===== config.mk =====
export PLATFORM = sky130hd
export DESIGN_NAME = fpu_issue_queue_flat
export DESIGN_NICKNAME = d
export VERILOG_FILES = /design/src/rtl/fpu_pkg.sv /design/src/rtl/fpu_issue_queue_if.sv /design/src/rtl/fpu_iq_storage.sv /design/src/rtl/fpu_issue_queue.sv /design/src/flat_wrapper.sv
export SDC_FILE = /design/constraint.sdc
export NUM_CORES = 1
export LEC_CHECK = 0
export ABC_AREA = 1
export BUFFER_PORTS_ARGS = -buffer_cell sky130_fd_sc_hd__buf_2
export CAP_MARGIN = 40
export CORE_MARGIN = 5
export CORE_UTILIZATION = 35
export DETAILED_ROUTE_END_ITERATION = 10
export HOLD_SLACK_MARGIN = 0.02
export PLACE_DENSITY_LB_ADDON = 0.1
export SLEW_MARGIN = 30
export SYNTH_ARGS = -nofsm -noshare
export SYNTH_HDL_FRONTEND = slang
export SYNTH_SLANG_ARGS = --single-unit

===== constraint.sdc =====
create_clock -name clk -period 10.25 [get_ports clk]
set_input_delay 2.05 -clock clk [delete_from_list [all_inputs] [get_ports clk]]
set_output_delay 2.05 -clock clk [all_outputs]
set_load 0.05 [all_outputs]

===== src/rtl/fpu_pkg.sv =====
// Shared FPU front-end types: instruction width, the issue NOP, and the queue entry
// layout that the FPU decode also uses.
package fpu_pkg;
  localparam int FP_INST_W = 32;
  localparam logic [FP_INST_W-1:0] FP_NOP_INST = 32'h0;

  typedef struct packed {
    logic [FP_INST_W-1:0] inst;
    logic [31:0]          intreg;
  } fpu_entry_t;
endpackage


===== src/rtl/fpu_issue_queue_if.sv =====
// Handshake bundle between decode, the FP issue queue and the FPU.
// The queue sits on the slave side; the decode/FPU environment is the master.
interface fpu_issue_queue_if;
  import fpu_pkg::*;

  logic                 in_valid;
  logic [FP_INST_W-1:0] in_inst;
  logic [31:0]          in_intreg;
  logic                 in_ready;
  logic [FP_INST_W-1:0] fpu_inst;
  logic [31:0]          fpu_from_intreg;
  logic                 fpu_is_legl;
  logic                 fpu_hazard;

  modport master (
    output in_valid, in_inst, in_intreg, fpu_hazard,
    input  in_ready, fpu_inst, fpu_from_intreg, fpu_is_legl
  );

  modport slave (
    input  in_valid, in_inst, in_intreg, fpu_hazard,
    output in_ready, fpu_inst, fpu_from_intreg, fpu_is_legl
  );
endinterface


===== src/rtl/fpu_iq_storage.sv =====
// Entry array for the FP issue queue: one synchronous write port, one asynchronous read port.
// Contents are not reset; validity is tracked by the owner's count.
module fpu_iq_storage
  import fpu_pkg::*;
#(
  parameter int DEPTH = 4,
  localparam int PTR_W = $clog2(DEPTH)
) (
  input  logic             clk,
  input  logic             wr_en,
  input  logic [PTR_W-1:0] wr_ptr,
  input  fpu_entry_t       wr_data,
  input  logic [PTR_W-1:0] rd_ptr,
  output fpu_entry_t       rd_data
);

  fpu_entry_t mem_q [DEPTH];
  fpu_entry_t mem_d [DEPTH];

  always_comb begin
    mem_d = mem_q;
    if (wr_en) mem_d[wr_ptr] = wr_data;
  end

  always_ff @(posedge clk) begin
    mem_q <= mem_d;
  end

  assign rd_data = mem_q[rd_ptr];

endmodule


===== src/rtl/fpu_issue_queue.sv =====
// In-order FP issue queue in front of the FPU: buffers decode traffic, holds the head while
// the FPU reports a hazard, and keeps saturating issue/stall performance counters.
module fpu_issue_queue
  import fpu_pkg::*;
#(
  parameter int DEPTH = 4,
  parameter int CNT_W = 32
) (
  input  logic             clk,
  input  logic             rst,
  input  logic             clken,
  input  logic             flush,
  fpu_issue_queue_if.slave io,
  output logic             empty,
  output logic [CNT_W-1:0] issue_cnt,
  output logic [CNT_W-1:0] stall_cnt
);

  localparam int PTR_W = $clog2(DEPTH);
  localparam logic [PTR_W:0] FULL_CNT = (PTR_W + 1)'(DEPTH);

  function automatic logic [CNT_W-1:0] sat_inc(input logic [CNT_W-1:0] v);
    return (&v) ? v : v + CNT_W'(1);
  endfunction

  logic [PTR_W-1:0] rd_ptr_q, rd_ptr_d;
  logic [PTR_W-1:0] wr_ptr_q, wr_ptr_d;
  logic [PTR_W:0]   count_q, count_d;
  logic [CNT_W-1:0] issue_cnt_q, issue_cnt_d;
  logic [CNT_W-1:0] stall_cnt_q, stall_cnt_d;

  logic       push, pop, stall, is_legl;
  fpu_entry_t wr_entry, head;

  assign empty       = (count_q == '0);
  assign io.in_ready = (count_q != FULL_CNT);

  // Issue strobe depends on the hazard, but the head data depends only on state, so no loop.
  assign is_legl        = clken & ~empty & ~io.fpu_hazard;
  assign io.fpu_is_legl = is_legl;
  assign io.fpu_inst        = empty ? FP_NOP_INST : head.inst;
  assign io.fpu_from_intreg = empty ? 32'h0 : head.intreg;

  assign push  = clken & io.in_valid & io.in_ready & ~flush;
  assign pop   = is_legl & ~flush;
  assign stall = clken & ~empty & io.fpu_hazard & ~flush;

  assign wr_entry = '{inst: io.in_inst, intreg: io.in_intreg};

  fpu_iq_storage #(.DEPTH(DEPTH)) u_storage (
    .clk    (clk),
    .wr_en  (push),
    .wr_ptr (wr_ptr_q),
    .wr_data(wr_entry),
    .rd_ptr (rd_ptr_q),
    .rd_data(head)
  );

  always_comb begin
    rd_ptr_d    = rd_ptr_q;
    wr_ptr_d    = wr_ptr_q;
    count_d     = count_q;
    issue_cnt_d = issue_cnt_q;
    stall_cnt_d = stall_cnt_q;
    if (clken && flush) begin
      rd_ptr_d = '0;
      wr_ptr_d = '0;
      count_d  = '0;
    end else begin
      if (push) wr_ptr_d = wr_ptr_q + PTR_W'(1);
      if (pop)  rd_ptr_d = rd_ptr_q + PTR_W'(1);
      case ({push, pop})
        2'b10:   count_d = count_q + (PTR_W + 1)'(1);
        2'b01:   count_d = count_q - (PTR_W + 1)'(1);
        default: count_d = count_q;
      endcase
      if (pop)   issue_cnt_d = sat_inc(issue_cnt_q);
      if (stall) stall_cnt_d = sat_inc(stall_cnt_q);
    end
  end

  always_ff @(posedge clk or posedge rst) begin
    if (rst) begin
      rd_ptr_q    <= '0;
      wr_ptr_q    <= '0;
      count_q     <= '0;
      issue_cnt_q <= '0;
      stall_cnt_q <= '0;
    end else begin
      rd_ptr_q    <= rd_ptr_d;
      wr_ptr_q    <= wr_ptr_d;
      count_q     <= count_d;
      issue_cnt_q <= issue_cnt_d;
      stall_cnt_q <= stall_cnt_d;
    end
  end

  assign issue_cnt = issue_cnt_q;
  assign stall_cnt = stall_cnt_q;

endmodule


===== src/flat_wrapper.sv =====
// flat-port wrapper written by rule: the top's interface ports become plain ports
module fpu_issue_queue_flat import fpu_pkg::*;
#(
  parameter int DEPTH = 4,
  parameter int CNT_W = 32
)
  (clk, rst, clken, flush, empty, issue_cnt, stall_cnt, io_in_valid, io_in_inst, io_in_intreg, io_fpu_hazard, io_in_ready, io_fpu_inst, io_fpu_from_intreg, io_fpu_is_legl);
  fpu_issue_queue_if io_i ();
  input  logic clk;
  input  logic rst;
  input  logic clken;
  input  logic flush;
  output logic empty;
  output logic [CNT_W-1:0] issue_cnt;
  output logic [CNT_W-1:0] stall_cnt;
  input wire logic [$bits(io_i.in_valid)-1:0] io_in_valid;
  input wire logic [$bits(io_i.in_inst)-1:0] io_in_inst;
  input wire logic [$bits(io_i.in_intreg)-1:0] io_in_intreg;
  input wire logic [$bits(io_i.fpu_hazard)-1:0] io_fpu_hazard;
  output wire logic [$bits(io_i.in_ready)-1:0] io_in_ready;
  output wire logic [$bits(io_i.fpu_inst)-1:0] io_fpu_inst;
  output wire logic [$bits(io_i.fpu_from_intreg)-1:0] io_fpu_from_intreg;
  output wire logic [$bits(io_i.fpu_is_legl)-1:0] io_fpu_is_legl;
  assign io_i.in_valid = io_in_valid;
  assign io_i.in_inst = io_in_inst;
  assign io_i.in_intreg = io_in_intreg;
  assign io_i.fpu_hazard = io_fpu_hazard;
  assign io_in_ready = io_i.in_ready;
  assign io_fpu_inst = io_i.fpu_inst;
  assign io_fpu_from_intreg = io_i.fpu_from_intreg;
  assign io_fpu_is_legl = io_i.fpu_is_legl;
  fpu_issue_queue #(.DEPTH(DEPTH), .CNT_W(CNT_W)) u_core (.clk(clk), .rst(rst), .clken(clken), .flush(flush), .io(io_i), .empty(empty), .issue_cnt(issue_cnt), .stall_cnt(stall_cnt));
endmodule

==> flow_metrics.env <==
export IMPL_status="completed"
export IMPL_row_count=74
export IMPL_multi_input_area_um2=4710
export IMPL_required_ns=8.20
export IMPL_grt_overflow_total=0
export IMPL_port_buffers=200
export IMPL_fin_tns_setup_ns=0
export IMPL_cellLeakagePower_nw=7.04
export IMPL_synth_edf_count=256
export IMPL_reg2reg_from="u_core.count_q[1]$_DFFE_PP0P_"
export IMPL_cts_root_buf="clkbuf_16"
export IMPL_max_freq_mhz=191
export IMPL_ys_ff_latch=327
export IMPL_period_needed_ns=5.25
export IMPL_num_vias=10700
export IMPL_drv_slew=0
export IMPL_worstPathMaxFanout=86
export IMPL_ys_flop_type="edfxtp_1"
export IMPL_ys_seq_area_share_pct=64.9
export IMPL_power_switching_mw=1.18
export IMPL_async_reset_ff_share_pct=21.7
export IMPL_crit_end="io_fpu_from_intreg[27]"
export IMPL_start_util_pct=35.5
export IMPL_p_sw_share_pct=33.1
export IMPL_power_frac_clock_pct=35.6
export IMPL_timing_hold_violations_final=0
export IMPL_cellPowerDensity_nw_per_um2=204
export IMPL_grt_max_degree=87
export IMPL_maxSlewHeadroom_pct=48.7
export IMPL_finalWirelength_um=38500
export IMPL_first_pass_iters=5
export IMPL_antenna_found_initial=10
export IMPL_crit_start="u_core.rd_ptr_q[0]$_DFFE_PP0P_"
export IMPL_layout_drive_gt1_share_pct=16.8
export IMPL_io_pins=201
export IMPL_clkSinkCount=327
export IMPL_r2r_slack_ns=7.39
export IMPL_yosysTopAreaCell="edfxtp_1"
export IMPL_post_cts_setup_buffers=0
export IMPL_wl_per_cell_um=17.0
export IMPL_grt_pass1_wl_um=60200
export IMPL_combPwrFrac_pct=21.8
export IMPL_drtIter0Drc=445
export IMPL_worstMarginPinSlew_ns=0.770
export IMPL_vdd_drop_max_v=0.000154
export IMPL_utilization_pct=42.3
export IMPL_synth_warnings=0
export IMPL_numCtsBuffers=38
export IMPL_rsz0062_at_grt="no"
export IMPL_rr_endpoint="u_core.u_storage.mem_q[176]$_DFFE_PP_"
export IMPL_synth_area_leaders="edfxtp_1, dfrtp_1, nand2_1"
export IMPL_skew_ns=0.00789
export IMPL_synth_cell_types=31
export IMPL_nNetsFinal=1776
export IMPL_die_h_um=214
export IMPL_n_fill_cell=4014
export IMPL_cts_hold_buffers=0
export IMPL_cts_tree="yes"
export IMPL_hold_path_class="flip-flop to flip-flop"
export IMPL_grt_usage_pct=16.4
export IMPL_grt_pass1_vias=10700
export IMPL_synthCells=1503
export IMPL_clock_latency_ns=0.55
export IMPL_clk_pin_slew_ns=0.05
export IMPL_syn_area_um2=14600
export IMPL_drc=0
export IMPL_internal_power_mw=2.37
export IMPL_syn_avg_cell_area_um2=9.70
export IMPL_cp_arrival_ns=3.20
export IMPL_end_kind="output pin"
export IMPL_reg2regPathDepth=5
export IMPL_htree_levels=2
export IMPL_dp_hpwl_um=24100
export IMPL_syn_to_final_growth_pct=19.1
export IMPL_gp_congestion=0.819
export IMPL_synth_top_area_share_pct=52.7
export IMPL_synth_nets=1580
export IMPL_die_area_um2=45800
export IMPL_cts_buffer_depth=3
export IMPL_routed_via_density=4.75
export IMPL_die_x_um=214
export IMPL_critPathLaunchType="flip-flop"
export IMPL_setup_viol=0
export IMPL_ant_nets=0
export IMPL_seq_power_share_pct=42.6
export IMPL_regArea_um2=9470
export IMPL_coreArea_um2=41000
export IMPL_finalCritPeriodShare_pct=51.2
export IMPL_path_class="flip-flop to output pin"
export IMPL_cts_resized=0
export IMPL_maxCapViolCount=0
-- cell usage after synthesis (all sizes together) (6+ instances only) --
library cell / number
a21oi: 65
buf: 33
clkbuf: 26
dfrtp: 71
edfxtp: 256
ha: 6
inv: 44
nand2: 422
nand3: 10
nand3b: 29
nor2: 370
o21ai: 136
xnor2: 9
xor2: 19
-- registers in the layout, summed over array words and instances (netlist names) --
register and flops:
u_core.wr_ptr_q 2, u_core.rd_ptr_q 2, u_core.u_storage.mem_q 256, u_core.issue_cnt 32, u_core.stall_cnt 32, u_core.count_q 3
-- power by group through the flow --
stage / clock [mW] / sequential, mW / combinational, mW
floorplan: 0 / 1.56 / 0.531
global placement: 0 / 1.54 / 0.772
detailed placement: 0 / 1.54 / 0.791
CTS: 1.31 / 1.51 / 0.793
global route: 1.37 / 1.52 / 0.844
finish: 1.26 / 1.51 / 0.775
-- routing by layer --
metal	vias to the layer above	routed length [um]	GRT usage (%)
met1	5046	17300	21.1
met3	71	2350	4.86
met2	215	17800	26.9
met5	-	123	0
met4	18	943	5.09
li1	5388	-	-
-- cell usage in the layout, fill, tap and decap left out, drive strengths merged, types with 9 or more instances in the layout --
master,instances
dfrtp,71
a21oi,65
clkinv,13
clkbuf,55
nor2,370
nand2,422
xnor2,9
buf,215
inv,43
nand3,10
edfxtp,256
o21ai,136
nand3b,29
xor2,19
-- worst min-delay path by stage --
stage                                        startpoint                       endpoint  cells past startpoint
after floorplan           u_core.count_q[1]$_DFFE_PP0P_  u_core.count_q[1]$_DFFE_PP0P_                      2
after global placement    u_core.count_q[0]$_DFFE_PP0P_  u_core.count_q[0]$_DFFE_PP0P_                      2
after detailed placement  u_core.count_q[1]$_DFFE_PP0P_  u_core.count_q[1]$_DFFE_PP0P_                      2
after CTS                 u_core.count_q[1]$_DFFE_PP0P_  u_core.count_q[1]$_DFFE_PP0P_                      2
after global routing      u_core.count_q[1]$_DFFE_PP0P_  u_core.count_q[1]$_DFFE_PP0P_                      2
final                     u_core.count_q[1]$_DFFE_PP0P_  u_core.count_q[1]$_DFFE_PP0P_                      2
-- worst max-delay path: stages (launching register included) --
cell      delay (ns)
dfrtp_4         0.66
clkinv_2        0.48
buf_4           0.71
o21ai_0         0.21
a21oi_1         0.22
buf_2           0.29
-- per-stage QoR --
| stage | instances | hold slack [ns] | cell area, um2 | worst slack [ns] | total power, mW |
|---|---|---|---|---|---|
| floorplan | 1503 | 0.471 | 14600 | 4.61 | 2.09 |
| global route | 2259 | 0.564 | 17400 | 4.69 | 3.73 |
| finish | 2260 | 0.523 | 17400 | 5.00 | 3.55 |
| global placement | 2187 | 0.499 | 16100 | 5.47 | 2.31 |
| detailed placement | 2190 | 0.502 | 16200 | 5.47 | 2.33 |
| CTS | 2258 | 0.515 | 17300 | 4.86 | 3.62 |
-- final cells by class --
cell class,count,area share (%)
Tap cell,532,3.83
Timing Repair Buffer,215,6.88
Sequential cell,327,54.5
Multi-Input combinational cell,1073,27.1
Clock buffer,55,6.02
Antenna cell,1,0.0144
Inverter,44,0.980
Clock inverter,13,0.620
-- logic make-up after synthesis --
| kind of cell | synth area share (%) |
|---|---|
| flops | 64.9 |
| buf+inv | 3.02 |
| xor+xnor | 1.68 |
| fa+ha+maj | 0.652 |
| compound gates | 7.08 |
| simple gates | 22.7 |
No activity file was read; power rests on OpenSTA's default activity.
